## src/rtl/mips_trace_pkg.sv

```systemverilog
// Shared record layout for the MIPS write-back trace buffer.
// A record is {kind, pc, addr, data}, kind in the MSB.
package mips_trace_pkg;

  localparam logic TRACE_KIND_REG = 1'b0;
  localparam logic TRACE_KIND_MEM = 1'b1;

  localparam int TRACE_REC_W    = 97;
  localparam int REC_DATA_LSB   = 0;
  localparam int REC_ADDR_LSB   = 32;
  localparam int REC_PC_LSB     = 64;
  localparam int REC_KIND_BIT   = 96;

  typedef struct packed {
    logic        kind;
    logic [31:0] pc;
    logic [31:0] addr;
    logic [31:0] data;
  } trace_rec_t;

  function automatic trace_rec_t pack_rec(input logic        kind,
                                          input logic [31:0] pc,
                                          input logic [31:0] addr,
                                          input logic [31:0] data);
    trace_rec_t r;
    r.kind = kind;
    r.pc   = pc;
    r.addr = addr;
    r.data = data;
    return r;
  endfunction

endpackage

```

## src/rtl/trace_fifo.sv

```systemverilog
// First-word-fall-through FIFO: head entry is visible combinationally.
// Occupancy is tracked separately from the pointers so full/empty are distinct.
module trace_fifo #(
  parameter int W     = 97,
  parameter int DEPTH = 16
) (
  input  logic                     clk,
  input  logic                     reset,
  input  logic                     push,
  input  logic [W-1:0]             wdata,
  input  logic                     rd_ready,
  output logic                     rd_valid,
  output logic [W-1:0]             rdata,
  output logic [$clog2(DEPTH):0]   count,
  output logic                     push_ok
);

  localparam int AW = $clog2(DEPTH);

  logic [W-1:0]  mem_q [DEPTH];
  logic [AW-1:0] wr_ptr_q, wr_ptr_d;
  logic [AW-1:0] rd_ptr_q, rd_ptr_d;
  logic [AW:0]   count_q, count_d;
  logic          pop;

  always_comb begin
    pop      = (count_q != '0) && rd_ready;
    // A full FIFO still takes a push when the head leaves on the same edge.
    push_ok  = push && ((count_q != (AW+1)'(DEPTH)) || pop);
    wr_ptr_d = push_ok ? wr_ptr_q + AW'(1) : wr_ptr_q;
    rd_ptr_d = pop     ? rd_ptr_q + AW'(1) : rd_ptr_q;
    count_d  = count_q;
    case ({push_ok, pop})
      2'b10:   count_d = count_q + (AW+1)'(1);
      2'b01:   count_d = count_q - (AW+1)'(1);
      default: count_d = count_q;
    endcase
  end

  always_ff @(posedge clk or posedge reset) begin
    if (reset) begin
      wr_ptr_q <= '0;
      rd_ptr_q <= '0;
      count_q  <= '0;
    end else begin
      wr_ptr_q <= wr_ptr_d;
      rd_ptr_q <= rd_ptr_d;
      count_q  <= count_d;
    end
  end

  always_ff @(posedge clk) begin
    if (push_ok) mem_q[wr_ptr_q] <= wdata;
  end

  assign rd_valid = (count_q != '0);
  assign rdata    = mem_q[rd_ptr_q];
  assign count    = count_q;

endmodule

```

## src/rtl/mips_trace_buf.sv

```systemverilog
// Captures register/memory write-backs of the mips core into trace records.
// Dropped events (full FIFO, or a same-cycle mem write) are flagged and counted.
module mips_trace_buf
  import mips_trace_pkg::*;
#(
  parameter int DEPTH = 16,
  parameter int CNT_W = 16
) (
  input  logic                     clk,
  input  logic                     reset,
  input  logic [31:0]              pc,
  input  logic                     RegWrite,
  input  logic [4:0]               RegAddr,
  input  logic [31:0]              RegData,
  input  logic                     MemWrite,
  input  logic [31:0]              MemAddr,
  input  logic [31:0]              MemData,
  output logic                     out_valid,
  input  logic                     out_ready,
  output logic                     out_kind,
  output logic [31:0]              out_pc,
  output logic [31:0]              out_addr,
  output logic [31:0]              out_data,
  output logic [$clog2(DEPTH):0]   count,
  output logic                     overflow,
  output logic [CNT_W-1:0]         drop_cnt
);

  logic             reg_ev, mem_ev, push_req, push_ok, fifo_valid;
  trace_rec_t       rec, head;
  logic [1:0]       drop_inc;
  logic [CNT_W:0]   drop_sum;
  logic             overflow_q, overflow_d;
  logic [CNT_W-1:0] drop_cnt_q, drop_cnt_d;

  always_comb begin
    reg_ev   = RegWrite && (RegAddr != 5'd0);
    mem_ev   = MemWrite;
    push_req = reg_ev || mem_ev;
    // The reg write wins when both fire; the mem record is lost.
    rec = reg_ev ? pack_rec(TRACE_KIND_REG, pc, {27'b0, RegAddr}, RegData)
                 : pack_rec(TRACE_KIND_MEM, pc, MemAddr, MemData);
  end

  trace_fifo #(.W(TRACE_REC_W), .DEPTH(DEPTH)) u_fifo (
    .clk      (clk),
    .reset    (reset),
    .push     (push_req),
    .wdata    (rec),
    .rd_ready (out_ready),
    .rd_valid (fifo_valid),
    .rdata    (head),
    .count    (count),
    .push_ok  (push_ok)
  );

  always_comb begin
    drop_inc = {1'b0, reg_ev && mem_ev} + {1'b0, push_req && !push_ok};
    drop_sum = {1'b0, drop_cnt_q} + (CNT_W+1)'(drop_inc);
    // Up to two drops per cycle; clamp at all-ones.
    drop_cnt_d = drop_sum[CNT_W] ? '1 : drop_sum[CNT_W-1:0];
    overflow_d = overflow_q || (drop_inc != 2'd0);
  end

  always_ff @(posedge clk or posedge reset) begin
    if (reset) begin
      overflow_q <= 1'b0;
      drop_cnt_q <= '0;
    end else begin
      overflow_q <= overflow_d;
      drop_cnt_q <= drop_cnt_d;
    end
  end

  always_comb begin
    out_valid = fifo_valid;
    out_kind  = fifo_valid ? head.kind : 1'b0;
    out_pc    = fifo_valid ? head.pc   : 32'd0;
    out_addr  = fifo_valid ? head.addr : 32'd0;
    out_data  = fifo_valid ? head.data : 32'd0;
  end

  assign overflow = overflow_q;
  assign drop_cnt = drop_cnt_q;

endmodule

```

## config.mk

```make
export PLATFORM = sky130hd
export DESIGN_NAME = mips_trace_buf
export DESIGN_NICKNAME = d
export VERILOG_FILES = /design/src/rtl/mips_trace_pkg.sv /design/src/rtl/trace_fifo.sv /design/src/rtl/mips_trace_buf.sv
export SDC_FILE = /design/constraint.sdc
export NUM_CORES = 1
export LEC_CHECK = 0
export CAP_MARGIN = 5
export CORE_MARGIN = 2
export CORE_UTILIZATION = 40
export DETAILED_ROUTE_END_ITERATION = 8
export GPL_TIMING_DRIVEN = 1
export PLACE_DENSITY = 0.64
export SLEW_MARGIN = 0
export SYNTH_ARGS = -nofsm -noshare
export SYNTH_HDL_FRONTEND = slang
export SYNTH_SLANG_ARGS = --single-unit
```

## constraint.sdc

```tcl
create_clock -name clk -period 4.3 [get_ports clk]
set_input_delay 1.075 -clock clk [delete_from_list [all_inputs] [get_ports clk]]
set_output_delay 1.075 -clock clk [all_outputs]
set_load 0.1 [all_outputs]
```

[After elaboration in Yosys (flattened, before gate mapping)]
Memories as Yosys holds them, arrays and structs flattened.
Index checks and enable logic that the tools add are counted.
Storage, ports and cells
  bits in registers: 30
  memory bits (writable): 1552
  input port bits: 138
  output and inout bits: 120
  logic and storage cells: 37
  memories: 1
Memory list
  u_fifo.mem_q: words 16, bits a word 97, read ports 1, clocked after memory_dff 0, wr ports 1, RTL line trace_fifo.sv:20  | logic [W-1:0] mem_q [DEPTH];
Cells by class
  add/sub/neg operators: 6
  equal/unequal tests: 3
  mux-type cells: 9
  reduce and logical (&&, ||, !) cells: 13
Operators by type and width (number)
  97-bit two-way mux: 1
  32-bit two-way mux: 3
  16-bit by 2-bit adder with 17-bit output: 1
  16-bit two-way mux: 1
  5-bit one-hot mux with 2 select lines: 1
  5-bit nonzero test: 2
  4-bit by 1-bit adder with 4-bit output, second input constant: 2
  5-bit by 1-bit adder with 5-bit output, second input constant: 1
  1-bit logical AND: 5
  5-bit != test, second input constant: 1
  5-bit by 1-bit subtractor with 5-bit output, second input constant: 1
  2-bit nonzero test: 2
  1-bit logical OR: 3
  1-bit two-way mux: 3
  1-bit by 1-bit adder with 2-bit output: 1
  2-bit by 1-bit equality test with 1-bit output, second input constant: 1
  2-bit equality test, second input constant: 1
  1-bit zero test: 1

[Longest topological paths before layout]
  word-level depth: 9
  mapped depth: 12
  depth with buffers taken out: 11

[By module]
From an unflattened synthesis, not the netlist that was laid out.
Unflattened totals
  cell total of the unflattened synthesis: 2619
  area, all modules: 61306.3 um^2
Modules (own cells, without submodules)
  trace_fifo: times used 1, cells an instance 2269, area an instance 59085.4 um^2, sequential area each 46930.0 um^2
  mips_trace_buf: times used 1, cells an instance 350, area an instance 2220.9 um^2, sequential area each 425.4 um^2

[Least setup slack after synthesis]
Ideal clock, no wire load.
  path type: flip-flop to output port
  start point: register u_fifo.count_q[0] (netlist: u_fifo.count[0])
  end point: output port out_addr[30]
  arrival time: 3728 ps
  data required time: 3225 ps
  slack: -503 ps
  cell stages (with the launch flop): 4
  buffers on the path: 0
  cell sequence: dfrtp_1 or4_4 nor2_4 o32ai_1
Between the ends
  cells in the longest elaborated chain, start to end: 2
RTL lines
  from (decl): RTL line trace_fifo.sv:23  | logic [AW:0] count_q, count_d;
  from (signal assigned): RTL line trace_fifo.sv:48  | count_q <= count_d;
  5-bit nonzero test: RTL line trace_fifo.sv:56  | assign rd_valid = (count_q != '0);
  32-bit two-way mux: RTL line mips_trace_buf.sv:79  | out_addr = fifo_valid ? head.addr : 32'd0;
  to (decl): RTL line mips_trace_buf.sv:22  | output logic [31:0] out_addr,
No other way between the ends.

[Worst setup path after layout]
  start point: register u_fifo.rd_ptr_q[1]
  end point: output port out_addr[26]
Between the ends
  cells in the longest elaborated chain, start to end: 2
RTL lines
  from (decl): RTL line trace_fifo.sv:22  | logic [AW-1:0] rd_ptr_q, rd_ptr_d;
  from (signal assigned): RTL line trace_fifo.sv:47  | rd_ptr_q <= rd_ptr_d;
  memory 16 x 97 bit
  32-bit two-way mux: RTL line mips_trace_buf.sv:79
No other way between the ends.

==> impl_metrics.py <==
metrics = {
    "floorplan": {
        "initial_core_util_pct": 40.3,
        "ios": 258,
        "die_area_um2": 156000,
        "core.rowCount": 143,
        "core_um2": 152000,
        "fp.dieW_um": 395,
        "die-height_um": 395,
    },
    "timing": {
        "worstMarginPinSlew_ns": 1.06,
        "hold_viol": 0,
        "drv_slew": 0,
        "skew_ns": 0.0286,
        "fin_crit_ns": 4.29,
        "fmax_ghz": 0.233,
        "whs_ns": 0.477,
        "relSlewSlack_pct": 29.0,
        "min_period_over_period_pct": 99.9,
        "setup_viol": 0,
        "setup_ws_ns": 0.00638,
        "rsz0062_at_grt": "yes",
    },
    "route": {
        "num_vias": 29500,
        "routedWlPerCell_um": 27.9,
        "dr.pass1.iters": 5,
        "via_per_inst": 5.47,
        "ant_nets": 0,
        "wl_mm": 150,
        "drc": 0,
        "drt-initial-drc-count": 3105,
    },
    "clocking": {
        "cts_tree": "yes",
        "clock_path_buffers": 3,
        "cts_hold_buf": 0,
        "cts_max_level": 4,
        "clk_pin_slew_ns": 0.06,
        "cts_buffers": 162,
        "clock_latency_ns": 0.80,
        "cts_root_buf": "clkbuf_16",
        "cts.sinks": 1582,
    },
    "place": {
        "place_ws_ns": -0.428,
        "numPortBuffers": 257,
        "gp_congestion": 0.740,
        "dp_hpwl_mm": 83.5,
        "place_area_um2": 68800,
    },
    "power": {
        "leakagePower_nw": 24.6,
        "finalPower_mw": 62.2,
        "vdd_drop_max_v": 0.00106,
        "powerDensity_nw_per_um2": 826,
    },
    "synthesis": {
        "ys_warn_count": 0,
        "synth_top_area_cell": "edfxtp_1",
        "synth_edf_count": 1552,
        "seq_area_frac_synth_pct": 77.4,
        "netlist_area_um2": 61200,
        "async_reset_ff_share_pct": 1.90,
        "syn_avg_cell_area_um2": 22.6,
        "synth_cells": 2704,
        "synth_top_area_share_pct": 76.2,
        "synth_fp_nets": 2857,
        "synth_flop_cell": "edfxtp_1",
        "ys_ff_latch": 1582,
        "synthTopCellsByArea": "edfxtp_1, mux4_2, mux2_2, a221o_1, dfrtp_1",
        "yosysUniqueCellTypes": 51,
    },
    "worst_hold_path": {
        "hold_path.class": "register to register",
    },
    "global_routing": {
        "grt_pass1_wl_mm": 215,
        "grt_max_degree": 69,
        "track_usage_pct": 19.0,
        "antenna_found_initial": 7,
        "grt.overflow.total": 0,
        "grt_pass1_vias": 30500,
    },
    "setup_path": {
        "start_kind": "register",
        "critPathRequiredTime_ns": 3.22,
        "crit_type": "register to output pin",
        "crit_path_max_fanout": 8,
        "arrival_ns": 3.22,
        "critPathCaptureType": "output pin",
    },
    "job": {
        "drv_cap": 0,
    },
    "layout": {
        "drive_above_1_share_pct": 33.0,
        "final_area_um2": 75300,
        "syn_to_final_growth_pct": 23.1,
        "postLayoutCoreUtil_pct": 49.6,
        "final_nets": 3376,
    },
    "outcome": {
        "outcome": "finished, final reports clean",
    },
}
through the flow:
stage               std cells  TNS, ns
global route             5390    -1.34
global placement         5021    -4.53
CTS                      5360   -0.873
detailed placement       5021    -4.58
finish                   5390        0
floorplan                2704        0
routing by layer:
layer,vias to the layer above,share of wire (%),track usage (%)
met5,-,0.022,0
met4,6,2.2,5.00
met3,189,6.2,3.78
met2,968,50,31.4
met1,15900,42,25.8
li1,12500,-,-
report_power, final:
group / total (mW) / internal (mW) / switching [mW]
Sequential: 19.8 / 19.3 / 0.528
Combinational: 28.7 / 11.6 / 17.1
Clock: 13.7 / 7.84 / 5.87
cell families after synthesis:
group                      share of synthesized area, %
adders and majority gates                         0.331
DFF                                                77.4
buffers and inverters                              1.27
AOI/OAI and AO/OA                                  1.79
xor gates and xnor gates                          0.258
and+or+nand+nor                                    2.81
muxes                                              16.2
Yosys cell counts (5+ instances only):
master and instances:
inv_1 7, nand3_1 12, a221o_1 96, nor2b_1 100, nor2_1 8, clkbuf_1 51
and2_1 29, buf_6 15, mux2_2 100, xnor2_1 14, dfrtp_1 30, buf_1 8
ha_1 13, nand2b_1 5, nor3_1 5, buf_2 68, mux4_2 386, nand2_1 131
edfxtp_1 1552, and3_1 18
path summary, 6_finish.rpt:
path	startpoint	end	slack (ns)	depth (start not counted)
min in group asynchronous	reset	u_fifo.count[3]	0.71	2
worst max-delay path	u_fifo.rd_ptr_q[1]	out_addr[26]	0.006	8
max in group asynchronous	reset	drop_cnt[1]	2.86	3
worst min register to register	overflow	overflow	0.48	1
worst max register to register	u_fifo.count[0]	u_fifo.count[4]	0.90	13
worst min-delay path	overflow	overflow	0.48	1
what timing repair did:
item,CTS,global route
pin swaps,14,25
gates cloned,12,7
buffers inserted,27,31
gates resized for setup,65,58
endpoints found under the setup margin,96,65
layout by cell type, fill, tap and decap left out, drive strengths merged, types with 12 or more instances in the layout:
master / instances
edfxtp: 1552
dfrtp: 30
ha: 13
bufinv: 12
and3: 18
and2: 29
clkdlybuf4s50: 159
nand3: 12
buf: 332
a221o: 96
clkinv: 70
mux2: 102
xnor2: 14
inv: 18
nor2b: 100
nand2: 131
clkbuf: 217
mux4: 386
worst max-delay path, stage by stage (launching register included):
cell     delay, ns
dfrtp_4       0.50
buf_12        0.16
buf_4         0.16
buf_12        0.15
buf_12        0.13
mux4_2        0.42
mux2_4        0.29
a221o_1       0.42
buf_12        0.21
layout make-up:
| type | count | area, um^2 |
|---|---|---|
| fill | 12000 | 76600 |
| sequential | 1582 | 47400 |
| multi-input combinational | 968 | 13300 |
| timing repair buffer | 498 | 6890 |
| clock buffer | 210 | 4300 |
| tap | 2030 | 2540 |
| clock inverter | 90 | 907 |
| inverter | 11 | 43.8 |
| antenna | 1 | 2.50 |
flip-flops by register name, summed over array words and instances, names as in the netlist:
name and count:
drop_cnt 16, u_fifo.count 5, u_fifo.mem_q 1552, u_fifo.rd_ptr_q 4, overflow 1, u_fifo.wr_ptr_q 4
Note: power is estimated with default switching activity, not from simulation.
